`src/rtl/main_fsm_ctrl.sv`:
```
// main_fsm_ctrl: multi-cycle instruction sequencer for the PC/IR/ALU/regfile/
// unified-memory datapath. Walks each instruction through its states, drives
// the datapath selects and enables combinationally from the current state,
// stalls on the memory handshake and counts retired instructions.
module main_fsm_ctrl #(
  parameter int INSTRET_W = 32
) (
  input  logic                 clk,
  input  logic                 rst_n,
  input  logic [6:0]           op,
  input  logic                 mem_ready,
  output logic                 pcupdate,
  output logic                 branch,
  output logic                 regwrite,
  output logic                 memwrite,
  output logic                 irwrite,
  output logic                 adrsrc,
  output logic [1:0]           resultsrc,
  output logic [1:0]           alusrca,
  output logic [1:0]           alusrcb,
  output logic [1:0]           aluop,
  output logic                 illegal_instr,
  output logic [3:0]           state_o,
  output logic [INSTRET_W-1:0] instret
);

  typedef enum logic [3:0] {
    FETCH    = 4'd0,
    DECODE   = 4'd1,
    MEMADR   = 4'd2,
    MEMREAD  = 4'd3,
    MEMWB    = 4'd4,
    MEMWRITE = 4'd5,
    EXECR    = 4'd6,
    EXECI    = 4'd7,
    ALUWB    = 4'd8,
    BEQ      = 4'd9,
    JAL      = 4'd10,
    JALR     = 4'd11,
    JALRPC   = 4'd12,
    ERROR    = 4'd15
  } state_t;

  localparam logic [6:0] OP_LOAD  = 7'b0000011;
  localparam logic [6:0] OP_STORE = 7'b0100011;
  localparam logic [6:0] OP_RTYPE = 7'b0110011;
  localparam logic [6:0] OP_ITYPE = 7'b0010011;
  localparam logic [6:0] OP_BEQ   = 7'b1100011;
  localparam logic [6:0] OP_JAL   = 7'b1101111;
  localparam logic [6:0] OP_JALR  = 7'b1100111;

  state_t                 state_reg;
  state_t                 state_next;
  logic [INSTRET_W-1:0]   instret_reg;
  logic                   retire;

  // An instruction retires whenever the FSM re-enters FETCH from elsewhere.
  assign retire  = (state_next == FETCH) && (state_reg != FETCH);
  assign state_o = state_reg;
  assign instret = instret_reg;

  // State register and retired-instruction counter; reset aborts any
  // in-flight instruction without counting it.
  always_ff @(posedge clk) begin
    if (!rst_n) begin
      state_reg   <= FETCH;
      instret_reg <= '0;
    end else begin
      state_reg <= state_next;
      if (retire) begin
        instret_reg <= instret_reg + INSTRET_W'(1);
      end
    end
  end

  // Next-state selection and per-state datapath controls; everything is
  // forced to 0 while reset is held so no write can slip through.
  always_comb begin
    state_next    = state_reg;
    pcupdate      = 1'b0;
    branch        = 1'b0;
    regwrite      = 1'b0;
    memwrite      = 1'b0;
    irwrite       = 1'b0;
    adrsrc        = 1'b0;
    resultsrc     = 2'b00;
    alusrca       = 2'b00;
    alusrcb       = 2'b00;
    aluop         = 2'b00;
    illegal_instr = 1'b0;

    case (state_reg)
      FETCH: begin
        // PC+4 computed in the ALU and routed straight back to the PC.
        alusrcb   = 2'b10;
        resultsrc = 2'b10;
        irwrite   = mem_ready;
        pcupdate  = mem_ready;
        if (mem_ready) begin
          state_next = DECODE;
        end
      end
      DECODE: begin
        // Speculatively form the branch target into ALUOut.
        alusrca = 2'b01;
        alusrcb = 2'b01;
        case (op)
          OP_LOAD, OP_STORE: state_next = MEMADR;
          OP_RTYPE:          state_next = EXECR;
          OP_ITYPE:          state_next = EXECI;
          OP_BEQ:            state_next = BEQ;
          OP_JAL:            state_next = JAL;
          OP_JALR:           state_next = JALR;
          default:           state_next = ERROR;
        endcase
      end
      MEMADR: begin
        alusrca    = 2'b10;
        alusrcb    = 2'b01;
        state_next = (op == OP_LOAD) ? MEMREAD : MEMWRITE;
      end
      MEMREAD: begin
        adrsrc = 1'b1;
        if (mem_ready) begin
          state_next = MEMWB;
        end
      end
      MEMWB: begin
        resultsrc  = 2'b01;
        regwrite   = 1'b1;
        state_next = FETCH;
      end
      MEMWRITE: begin
        // Write strobe held for the whole stall so memory sees it on the ready cycle.
        adrsrc   = 1'b1;
        memwrite = 1'b1;
        if (mem_ready) begin
          state_next = FETCH;
        end
      end
      EXECR: begin
        alusrca    = 2'b10;
        aluop      = 2'b10;
        state_next = ALUWB;
      end
      EXECI: begin
        alusrca    = 2'b10;
        alusrcb    = 2'b01;
        aluop      = 2'b10;
        state_next = ALUWB;
      end
      ALUWB: begin
        regwrite   = 1'b1;
        state_next = FETCH;
      end
      BEQ: begin
        alusrca    = 2'b10;
        aluop      = 2'b01;
        branch     = 1'b1;
        state_next = FETCH;
      end
      JAL: begin
        // PC takes the target already in ALUOut; ALU forms the link OldPC+4.
        alusrca    = 2'b01;
        alusrcb    = 2'b10;
        pcupdate   = 1'b1;
        state_next = ALUWB;
      end
      JALR: begin
        alusrca    = 2'b10;
        alusrcb    = 2'b01;
        state_next = JALRPC;
      end
      JALRPC: begin
        pcupdate   = 1'b1;
        alusrca    = 2'b01;
        alusrcb    = 2'b10;
        state_next = ALUWB;
      end
      ERROR: begin
        // Parked until reset; no enables asserted.
        illegal_instr = 1'b1;
      end
      default: begin
        state_next = ERROR;
      end
    endcase

    if (!rst_n) begin
      pcupdate      = 1'b0;
      branch        = 1'b0;
      regwrite      = 1'b0;
      memwrite      = 1'b0;
      irwrite       = 1'b0;
      adrsrc        = 1'b0;
      resultsrc     = 2'b00;
      alusrca       = 2'b00;
      alusrcb       = 2'b00;
      aluop         = 2'b00;
      illegal_instr = 1'b0;
    end
  end

endmodule
```
`config.mk`:
```
export PLATFORM = sky130hd
export DESIGN_NAME = main_fsm_ctrl
export DESIGN_NICKNAME = d
export VERILOG_FILES = /design/src/rtl/main_fsm_ctrl.sv
export SDC_FILE = /design/constraint.sdc
export NUM_CORES = 1
export LEC_CHECK = 0
export CORE_MARGIN = 5
export CORE_UTILIZATION = 50
export DETAILED_ROUTE_END_ITERATION = 6
export PLACE_DENSITY_LB_ADDON = 0.3
export SLEW_MARGIN = 20
export SYNTH_ARGS = -nofsm -noshare
export SYNTH_HDL_FRONTEND = slang
export SYNTH_SLANG_ARGS = --single-unit
```
`constraint.sdc`:
```
create_clock -name clk -period 7.27 [get_ports clk]
set_clock_uncertainty 0.15 [all_clocks]
set_input_delay 1.8175 -clock clk [delete_from_list [all_inputs] [get_ports clk]]
set_output_delay 1.8175 -clock clk [all_outputs]
set_load 0.005 [all_outputs]
```
==> flow_metrics.env <==
export IMPL_clock_path_buffers=2
export IMPL_yosysSeqAreaShare_pct=31.8
export IMPL_synth_seq_cells=36
export IMPL_cp_start_kind="input port"
export IMPL_synth_fp_nets=311
export IMPL_layout_drive_gt1_share_pct=4.03
export IMPL_synthFlopType="dfxtp_1"
export IMPL_grt_use_total_pct=20.9
export IMPL_die_area_mm2=0.00598
export IMPL_dp_hpwl_mm=4.23
export IMPL_placement_io_buffers=60
export IMPL_relSlewSlack_pct=50.1
export IMPL_synth_largest_area_cell="dfxtp_1"
export IMPL_worstSetupPathType="input port to primary output"
export IMPL_reg2reg_to="instret[28]"
export IMPL_diodes=0
export IMPL_cts_root_buf="clkbuf_8"
export IMPL_rr_worst_depth=6
export IMPL_chipHeight_um=77.3
export IMPL_boundaryPins=61
export IMPL_cts_sinks=36
export IMPL_syn_area_per_cell_um2=7.55
export IMPL_p_leak_nw=0.905
export IMPL_die_x_um=77.3
export IMPL_yosysUniqueCellTypes=48
export IMPL_clkLatencyLatePin_ps=290
export IMPL_status="finished, final reports clean"
export IMPL_cts_tree="done"
export IMPL_rows=24
export IMPL_fin_crit_ps=6170
export IMPL_reg2reg_from="state_o[2]"
export IMPL_synth_edf_count=0
export IMPL_final_cell_mix="60 x clkdlybuf4s50_1, 36 x dfxtp_1, 34 x a21oi_1, 29 x nand2_1, 18 x nor2_1"
export IMPL_hold_viol=0
export IMPL_critical_path_peak_fanout=37
export IMPL_htreeDepth=2
export IMPL_worst_slew_pin_slew_ps=741
export IMPL_numCtsBuffers=5
export IMPL_area_growth_pct=29.4
export IMPL_cts_resized=0
export IMPL_grt_setup_unrepaired="no"
export IMPL_period_share_pct=84.9
export IMPL_drtAntennaViolNets=0
export IMPL_cp_end_kind="primary output"
export IMPL_final_setup_viol_count=0
export IMPL_synthCells=300
export IMPL_hold_class="flop to flop"
export IMPL_hold_slack_ps=319
export IMPL_start_util_pct=51.7
export IMPL_synth_top_area_share_pct=31.8
export IMPL_cap_violations=0
export IMPL_worstHoldStart="instret[31]"
export IMPL_final_nets=358
export IMPL_tns_ps=0
export IMPL_drt_wirelength_per_cell_um=15.1
export IMPL_first_global_vias=2318
export IMPL_max_freq_mhz=162
export IMPL_largest_reg_flops=32
export IMPL_synthTopCellsByArea="dfxtp_1 32%, a21oi_1 7.5%, nand2_1 4.8%, or3_1 3.9%, o31ai_1 3.6%"
export IMPL_remaining_drc_errors=0
export IMPL_fin_area_mm2=0.00293
export IMPL_core_area_mm2=0.00438
export IMPL_yosysWarnings=0
export IMPL_slew_violations=0
export IMPL_startpoint="rst_n"
export IMPL_antenna_found_initial=0
export IMPL_hold_buffers=0
export IMPL_post_route_util_pct=66.8
export IMPL_grt_pass1_wl_mm=10.5
export IMPL_vias_per_cell=6.10
export IMPL_cts_setup_buffers=0
export IMPL_grt_overflow=0
export IMPL_clkTransAtPathRegs_ps=70
export IMPL_cp_required_ps=5300
export IMPL_netlist_area_mm2=0.00226
export IMPL_via_count=2435
export IMPL_nFillCells=388
export IMPL_final_common_cell="clkdlybuf4s50_1"
export IMPL_first_pass_iters=4
export IMPL_powerDensity_mw_per_mm2=251
export IMPL_worstPathArrival_ps=4210
export IMPL_placedInstanceArea_mm2=0.00283
export IMPL_drt_initial_drc_count=204
export IMPL_ir_drop_mv=0.139
export IMPL_cp_endpoint="irwrite"
export IMPL_reg2reg_slack_ps=4110
export IMPL_grt_max_degree=51
export IMPL_wirelength_mm=6.04
export IMPL_gp_congestion=0.847
export IMPL_async_flop_share_pct=0
layout make-up:
type	count	area [um2]	share of cell area (%)
sequential	36	721	24.6
multi-input combinational	236	1410	48.2
tap	52	65.1	2.22
timing repair buffer	61	608	20.8
clock buffer	7	96.3	3.29
inverter	7	26.3	0.897
worst min-delay path by stage:
stage | endpoint | cells past startpoint
floorplan | instret[31] | 2
global placement | instret[31] | 2
detailed placement | instret[31] | 2
CTS | instret[31] | 2
global route | instret[25] | 2
finish | instret[31] | 2
power breakdown:
| group | internal, mW | leakage [nW] | switching, mW |
|---|---|---|---|
| clock | 0.0843 | 0.0503 | 0.0691 |
| sequential | 0.209 | 0.291 | 0.0550 |
| combinational | 0.144 | 0.564 | 0.174 |
| total | 0.438 | 0.905 | 0.298 |
cell families (layout without fill, tap and decap cells):
logic type	after synthesis	count (layout)	synth area share, %
XOR/XNOR	4	4	1.55
buffers and inverters	28	75	5.75
multiplexers	4	4	1.77
AND/OR/NAND/NOR	149	149	36.7
flip-flops	36	36	31.8
AO/OA/AOI/OAI	78	78	21.8
adder cells (fa/ha/maj)	1	1	0.552
critical path, stage by stage:
cell             delay (ps)
clkdlybuf4s50_1         720
inv_2                   370
or3_1                   440
nor3_1                  200
and2_1                  160
clkdlybuf4s50_1         490
Yosys cell counts (2+ instances only):
library cell   n
or3_1         14
and2_1         4
a21oi_1       34
buf_1          4
xor2_1         2
dfxtp_1       36
and4_1         3
o31ai_1       11
nand4_1       12
nor2_1        18
mux2i_1        4
nor3_1        10
clkbuf_1       7
or4_1         11
nand2b_1       9
nand3b_1       3
buf_2          7
and3_1         6
xnor2_1        2
nand3_1       15
nand2_1       29
buf_6          2
o21a_1         5
o21ai_0       16
inv_1          6
nor4_1         6
a31oi_1        3
stage by stage:
step | power (mW) | worst slack (ps) | cells
after floorplan | 0.492 | 2720 | 300
after global placement | 0.575 | 1150 | 392
after detailed placement | 0.583 | 1080 | 392
after CTS | 0.738 | 1080 | 399
after global routing | 0.797 | 927 | 399
final | 0.736 | 1100 | 399
routing by layer:
metal,track usage [%],share of wire (%)
met2,34.0,48
met1,26.2,46
met4,9.28,1.2
met5,0,0
met3,4.68,4.9
Note: power is estimated with default switching activity, not from simulation.
